<file path="src/rtl/alu_pkg.sv">
// Shared encodings and constants for the EX-stage divider.
package alu_pkg;

  localparam logic [1:0] DIV_OP  = 2'b00;
  localparam logic [1:0] DIVU_OP = 2'b01;
  localparam logic [1:0] REM_OP  = 2'b10;
  localparam logic [1:0] REMU_OP = 2'b11;

  localparam logic [31:0] INT_MIN  = 32'h8000_0000;
  localparam logic [31:0] ALL_ONES = 32'hFFFF_FFFF;

  typedef enum logic [2:0] {
    IDLE  = 3'd0,
    NEG_A = 3'd1,
    NEG_B = 3'd2,
    ITER  = 3'd3,
    FIX   = 3'd4
  } state_t;

  // op[0]=0 selects the signed variants (DIV, REM).
  function automatic logic is_signed_op(input logic [1:0] op);
    return ~op[0];
  endfunction

endpackage

</file>
<file path="src/rtl/div32_iter_if.sv">
// Request/response bundle between the EX stage and the divider.
interface div32_iter_if;
  import alu_pkg::*;

  // start is taken only while idle; done pulses for one cycle with result
  // valid in that same cycle; busy stays high from the cycle after an
  // accepted start until the cycle that carries done.
  logic        start;
  logic [1:0]  op;
  logic [31:0] a;
  logic [31:0] b;
  logic        kill;
  logic        busy;
  logic        done;
  logic [31:0] result;
  state_t      state;

  modport master (output start, op, a, b, kill,
                  input  busy, done, result, state);
  modport slave  (input  start, op, a, b, kill,
                  output busy, done, result, state);

endinterface

</file>
<file path="src/rtl/adder32.sv">
// 32-bit adder: 4-bit carry-lookahead groups chained group to group.
module adder32 (
  input  logic [31:0] a,
  input  logic [31:0] b,
  input  logic        ci,
  output logic [31:0] sum,
  output logic        co
);

  for (genvar i = 0; i < 8; i++) begin : g_blk
    logic [3:0] gg;
    logic [3:0] pp;
    logic       cin;
    logic       c1;
    logic       c2;
    logic       c3;
    logic       cout;

    assign gg = a[4*i +: 4] & b[4*i +: 4];
    assign pp = a[4*i +: 4] ^ b[4*i +: 4];

    if (i == 0) begin : g_first
      assign cin = ci;
    end else begin : g_chain
      assign cin = g_blk[i-1].cout;
    end

    assign c1   = gg[0] | (pp[0] & cin);
    assign c2   = gg[1] | (pp[1] & gg[0]) | (pp[1] & pp[0] & cin);
    assign c3   = gg[2] | (pp[2] & gg[1]) | (pp[2] & pp[1] & gg[0])
                | (pp[2] & pp[1] & pp[0] & cin);
    assign cout = gg[3] | (pp[3] & gg[2]) | (pp[3] & pp[2] & gg[1])
                | (pp[3] & pp[2] & pp[1] & gg[0]) | (&pp & cin);

    assign sum[4*i +: 4] = pp ^ {c3, c2, c1, cin};
  end

  assign co = g_blk[7].cout;

endmodule

</file>
<file path="src/rtl/div32_iter.sv">
// Iterative radix-2 restoring divider for RV32M DIV/DIVU/REM/REMU.
module div32_iter
  import alu_pkg::*;
#(
  parameter int XLEN = 32
) (
  input  logic          clk,
  input  logic          rst_n,
  div32_iter_if.slave   bus
);

  state_t            state;
  state_t            state_nxt;

  logic              sgn_q;
  logic              neg_a_q;
  logic              neg_b_q;
  logic              rem_sel_q;
  logic [XLEN-1:0]   a_q;
  logic [XLEN-1:0]   b_q;
  logic [XLEN-1:0]   quo;
  logic [XLEN-1:0]   rem;
  logic [XLEN-1:0]   dvs;
  logic [4:0]        cnt;
  logic [XLEN-1:0]   result_q;
  logic              done_q;

  logic              b_zero;
  logic              ovf;
  logic              special;
  logic [XLEN-1:0]   special_res;

  logic [XLEN-1:0]   sh;
  logic [XLEN-1:0]   sub_sum;
  logic              sub_co;
  logic              qbit;

  logic [XLEN-1:0]   neg_in;
  logic [XLEN-1:0]   neg_sum;
  logic              neg_co;
  logic [XLEN-1:0]   fix_sel;
  logic              fix_neg;
  logic [XLEN-1:0]   fix_val;

  assign b_zero      = (bus.b == '0);
  assign ovf         = is_signed_op(bus.op) && (bus.a == INT_MIN) && (bus.b == ALL_ONES);
  assign special     = b_zero || ovf;
  assign special_res = b_zero ? (bus.op[1] ? bus.a : ALL_ONES)
                              : (bus.op[1] ? '0    : INT_MIN);

  // A set rem[31] means the shifted remainder is really 33 bits wide and
  // therefore always exceeds the divisor.
  assign sh   = {rem[XLEN-2:0], quo[XLEN-1]};
  assign qbit = rem[XLEN-1] | sub_co;

  adder32 u_sub (
    .a   (sh),
    .b   (~dvs),
    .ci  (1'b1),
    .sum (sub_sum),
    .co  (sub_co)
  );

  assign fix_sel = rem_sel_q ? rem : quo;
  assign fix_neg = sgn_q && (rem_sel_q ? neg_a_q : (neg_a_q ^ neg_b_q));

  always_comb begin
    neg_in = fix_sel;
    case (state)
      NEG_A:   neg_in = a_q;
      NEG_B:   neg_in = b_q;
      default: neg_in = fix_sel;
    endcase
  end

  adder32 u_neg (
    .a   (~neg_in),
    .b   ('0),
    .ci  (1'b1),
    .sum (neg_sum),
    .co  (neg_co)
  );

  // neg_co flags a zero operand, whose negation is itself.
  assign fix_val = (fix_neg && !neg_co) ? neg_sum : fix_sel;

  always_ff @(posedge clk or negedge rst_n) begin
    if (!rst_n) state <= IDLE;
    else        state <= state_nxt;
  end

  always_comb begin
    state_nxt = state;
    if (bus.kill) begin
      state_nxt = IDLE;
    end else begin
      case (state)
        IDLE:    if (bus.start && !special) state_nxt = NEG_A;
        NEG_A:   state_nxt = NEG_B;
        NEG_B:   state_nxt = ITER;
        ITER:    if (cnt == 5'd31) state_nxt = FIX;
        FIX:     state_nxt = IDLE;
        default: state_nxt = IDLE;
      endcase
    end
  end

  always_ff @(posedge clk or negedge rst_n) begin
    if (!rst_n) begin
      sgn_q     <= 1'b0;
      neg_a_q   <= 1'b0;
      neg_b_q   <= 1'b0;
      rem_sel_q <= 1'b0;
      a_q       <= '0;
      b_q       <= '0;
      quo       <= '0;
      rem       <= '0;
      dvs       <= '0;
      cnt       <= '0;
      result_q  <= '0;
      done_q    <= 1'b0;
    end else begin
      done_q <= 1'b0;
      if (!bus.kill) begin
        case (state)
          IDLE: begin
            if (bus.start) begin
              if (special) begin
                result_q <= special_res;
                done_q   <= 1'b1;
              end else begin
                sgn_q     <= is_signed_op(bus.op);
                neg_a_q   <= bus.a[XLEN-1];
                neg_b_q   <= bus.b[XLEN-1];
                rem_sel_q <= bus.op[1];
                a_q       <= bus.a;
                b_q       <= bus.b;
              end
            end
          end
          NEG_A: quo <= (sgn_q && neg_a_q) ? neg_sum : a_q;
          NEG_B: begin
            dvs <= (sgn_q && neg_b_q) ? neg_sum : b_q;
            rem <= '0;
            cnt <= '0;
          end
          ITER: begin
            rem <= qbit ? sub_sum : sh;
            quo <= {quo[XLEN-2:0], qbit};
            cnt <= cnt + 5'd1;
          end
          FIX: begin
            result_q <= fix_val;
            done_q   <= 1'b1;
          end
          default: ;
        endcase
      end
    end
  end

  assign bus.busy   = (state != IDLE);
  assign bus.done   = done_q;
  assign bus.result = result_q;
  assign bus.state  = state;

endmodule

</file>
<file path="src/flat_wrapper.sv">
// flat-port wrapper written by rule: the top's interface ports become plain ports
module div32_iter_flat import alu_pkg::*;
#(
  parameter int XLEN = 32
)
  (clk, rst_n, bus_start, bus_op, bus_a, bus_b, bus_kill, bus_busy, bus_done, bus_result, bus_state);
  div32_iter_if bus_i ();
  input  logic clk;
  input  logic rst_n;
  input wire logic [$bits(bus_i.start)-1:0] bus_start;
  input wire logic [$bits(bus_i.op)-1:0] bus_op;
  input wire logic [$bits(bus_i.a)-1:0] bus_a;
  input wire logic [$bits(bus_i.b)-1:0] bus_b;
  input wire logic [$bits(bus_i.kill)-1:0] bus_kill;
  output wire logic [$bits(bus_i.busy)-1:0] bus_busy;
  output wire logic [$bits(bus_i.done)-1:0] bus_done;
  output wire logic [$bits(bus_i.result)-1:0] bus_result;
  output wire logic [$bits(bus_i.state)-1:0] bus_state;
  assign bus_i.start = bus_start;
  assign bus_i.op = bus_op;
  assign bus_i.a = bus_a;
  assign bus_i.b = bus_b;
  assign bus_i.kill = bus_kill;
  assign bus_busy = bus_i.busy;
  assign bus_done = bus_i.done;
  assign bus_result = bus_i.result;
  assign bus_state = bus_i.state;
  div32_iter #(.XLEN(XLEN)) u_core (.clk(clk), .rst_n(rst_n), .bus(bus_i));
endmodule
</file>
<file path="config.mk">
export PLATFORM = sky130hd
export DESIGN_NAME = div32_iter_flat
export DESIGN_NICKNAME = d
export VERILOG_FILES = /design/src/rtl/alu_pkg.sv /design/src/rtl/div32_iter_if.sv /design/src/rtl/adder32.sv /design/src/rtl/div32_iter.sv /design/src/flat_wrapper.sv
export SDC_FILE = /design/constraint.sdc
export NUM_CORES = 1
export LEC_CHECK = 0
export CAP_MARGIN = 20
export CORE_MARGIN = 2
export CORE_UTILIZATION = 32
export CTS_CLUSTER_SIZE = 25
export DETAILED_ROUTE_END_ITERATION = 10
export PLACE_DENSITY = 0.49
export SLEW_MARGIN = 0
export SYNTH_ARGS = -nofsm -noshare
export SYNTH_HDL_FRONTEND = slang
export SYNTH_SLANG_ARGS = --single-unit
</file>
<file path="constraint.sdc">
create_clock -name clk -period 6.8 [get_ports clk]
set_clock_uncertainty 0.2 [all_clocks]
set_input_delay 1.02 -clock clk [delete_from_list [all_inputs] [get_ports clk]]
set_output_delay 1.02 -clock clk [all_outputs]
set_load 0.05 [all_outputs]
</file>
==> results.py <==
metrics = {
    "clock_network": {
        "post_cts_resized": 0,
        "cts_hold_buf": 0,
        "cts_root_buf": "clkbuf_16",
        "path_clk_slew_ps": 70,
        "clk_latency_ps": 540,
        "cts_sinks": 203,
        "cts_tree": "built",
        "htreeDepth": 1,
        "cts_setup_buffers": 0,
        "cts_buffer_depth": 3,
        "cts_buffers": 24,
    },
    "critical_path": {
        "path_max_fanout": 39,
        "critPathCaptureType": "flip-flop",
        "startpoint_type": "flip-flop",
        "setup.worst_path.class": "reg2reg",
        "worstPathArrival_ps": 5590,
        "worst-endpoint-required_ps": 7060,
    },
    "place": {
        "post-dp-hpwl_um": 33010,
        "gp_congestion": 0.8827,
        "post-place-cells": 2081,
        "port_buffers": 106,
    },
    "power_and_ir_drop": {
        "p_leak_nw": 7.007,
        "powerDensity_nw_per_um2": 292.1,
        "peakVddDrop_uv": 131.9,
    },
    "sta": {
        "finalHoldViolations": 0,
        "setup_viol": 0,
        "holdWs_ps": 152.4,
        "fmax_mhz": 187.6,
        "fin_crit_ps": 5331,
        "worst_pin_slew_ps": 1048,
        "slew_headroom": 0.3010,
        "grt_setup_unrepaired": "false",
        "setup-tns-final_ps": 0,
        "fin_crit_sh": 0.7840,
        "drv_slew": 0,
    },
    "routing": {
        "final_antenna_net_count": 0,
        "drtPass1Iterations": 5,
        "routed_wl_um": 45980,
        "dr.first_iter.drc_count": 838,
        "via_per_inst": 5.604,
        "drc": 0,
        "vias": 11890,
        "routedWlPerCell_um": 21.68,
    },
    "synth": {
        "yosys_register_bits": 203,
        "avgSynthCellArea_um2": 8.905,
        "yosysTopAreaCell": "dfrtp_1",
        "synthFlopType": "dfrtp_1",
        "synth_edf_count": 0,
        "synth_top_area_share": 0.3760,
        "async_flop_share": 1.000,
        "yosysUniqueCellTypes": 70,
        "yosys.area_share.xor_xnor": 0.02788,
        "netlist_area_um2": 13510,
        "synth_area_leaders": "dfrtp_1, mux2i_1, nand2_1, mux2_2, o21ai_0",
        "synth_compound_area_frac": 0.2121,
        "synth-simple-area-share": 0.1532,
        "synth_top_family_by_area": "compound AO/OA/AOI/OAI gates",
        "syn-instance-count": 1517,
        "synthAdderAreaFrac": 0.05020,
        "ys_top_cells_by_count": "dfrtp_1, nand2_1, o21ai_0, mux2i_1, inv_1",
        "synth_fp_nets": 1637,
        "synth-seq-area-share": 0.3760,
        "synth.most_common_cell": "dfrtp_1",
        "yosysWarnings": 0,
        "synthMuxAreaShare": 0.1219,
    },
    "floorplan": {
        "fp.dieH_um": 209.5,
        "coreArea_um2": 41850,
        "dieArea_um2": 43880,
        "io_pins": 107,
        "start_util": 0.3228,
        "die_width_um": 209.5,
        "fp-row-count": 75,
    },
    "min_path": {
        "hp-class": "in2async",
    },
    "global_route": {
        "grt_pass1_vias": 11440,
        "grt_usage": 0.2092,
        "grt_max_degree": 166,
        "antenna_found_initial": 0,
        "grt_pass1_wl_um": 71300,
        "overflow": 0,
    },
    "final_layout": {
        "layout-drive-gt1-share": 0.08850,
        "area_growth_pct": 17.51,
        "fin_util": 0.3793,
        "fin_cells": 2121,
        "final_net_count": 1688,
        "fillCellCount": 4306,
        "antenna_cells": 0,
    },
    "outcome": {
        "outcome": "complete, no violations",
    },
    "flow_run": {
        "maxCapViolCount": 0,
    },
}
report_power, final:
group          internal (mW)  switching [mW]  total [mW]
logic                  0.636           0.915        1.55
registers               1.45           0.244        1.70
clock network          0.834           0.554        1.39
cell type report:
class / count / area (um^2) / area share
Multi-Input combinational cell: 1117 / 7672 / 0.4833
Tap cell: 539 / 674.4 / 0.04248
Clock buffer: 34 / 709.4 / 0.04469
Clock inverter: 6 / 110.1 / 0.006936
Inverter: 90 / 337.8 / 0.02128
Sequential cell: 203 / 5085 / 0.3203
Timing Repair Buffer: 132 / 1286 / 0.08102
worst max-delay path: stages, from the launching register on:
cell and delay [ps]:
dfrtp_2 1050, mux2i_1 470, nand2_1 100, o311a_1 150, o21ai_0 400, ha_1 230
inv_1 80, a2111oi_4 380, nand4_2 280, nor4_4 330, buf_4 220, nand4_4 150
o21ai_4 150, buf_4 450, mux2_2 410, o21ai_0 150
placed cells by master (no fill, tap or decap), types with 41 or more instances in the layout:
cell type | Yosys | layout
nor2_1 | 77 | 76
ha_1 | 43 | 43
mux2i_1 | 106 | 106
o211ai_1 | 41 | 41
clkdlybuf4s50_1 | 0 | 105
o21ai_0 | 114 | 114
a21oi_1 | 89 | 89
a211oi_1 | 44 | 44
inv_1 | 90 | 90
nand2_1 | 181 | 180
dfrtp_1 | 203 | 199
mux2_2 | 52 | 52
sequential cells by signal (all words and copies together), names as in the netlist:
signal,cells
u_core.bus.result,32
u_core.dvs,32
u_core.quo,32
u_core.rem,32
u_core.a_q,31
u_core.b_q,31
u_core.cnt,5
u_core.bus.state,3
u_core.bus.done,1
u_core.neg_a_q,1
u_core.neg_b_q,1
u_core.rem_sel_q,1
u_core.sgn_q,1
cell families (layout without fill, tap and decap cells):
| logic type | after synthesis | after routing |
|---|---|---|
| AO/OA/AOI/OAI | 438 | 438 |
| AND/OR/NAND/NOR | 428 | 428 |
| flip-flops | 203 | 203 |
| buffers and inverters | 197 | 262 |
| multiplexers | 158 | 158 |
| adder cells (fa/ha/maj) | 50 | 50 |
| XOR/XNOR | 43 | 43 |
per-stage QoR:
step | cell area [um^2] | power [mW] | worst slack [ps]
floorplan | 13510 | 2.752 | 1889
global placement | 15060 | 3.226 | 1702
detailed placement | 15060 | 3.244 | 1483
CTS | 15880 | 4.648 | 1492
global route | 15880 | 4.916 | 1035
finish | 15880 | 4.637 | 1469
worst paths after layout:
path                                         startpoint                                to  slack, ps  cells after the start
setup / recovery           u_core.rem_sel_q$_DFFE_PN0P_  u_core.bus.result[5]$_DFFE_PN0P_       1470                     15
hold / removal                                    rst_n        u_core.rem[28]$_DFFE_PN0P_        150                      1
setup reg to reg           u_core.rem_sel_q$_DFFE_PN0P_  u_core.bus.result[5]$_DFFE_PN0P_       1470                     15
hold reg to reg              u_core.dvs[12]$_DFFE_PN0P_        u_core.dvs[12]$_DFFE_PN0P_        280                      2
max in group asynchronous                         rst_n         u_core.a_q[9]$_DFFE_PN0P_       5010                      2
min in group clk             u_core.dvs[12]$_DFFE_PN0P_        u_core.dvs[12]$_DFFE_PN0P_        280                      2
per-layer routing:
layer  track usage  wire, um  vias up
met5             0         0        -
li1              -         -     5578
met2        0.3007     19080      361
met3       0.02589      2475       58
met1        0.3282     23400     5890
met4       0.05356      1030        0
(Power assumes the default switching activity.)
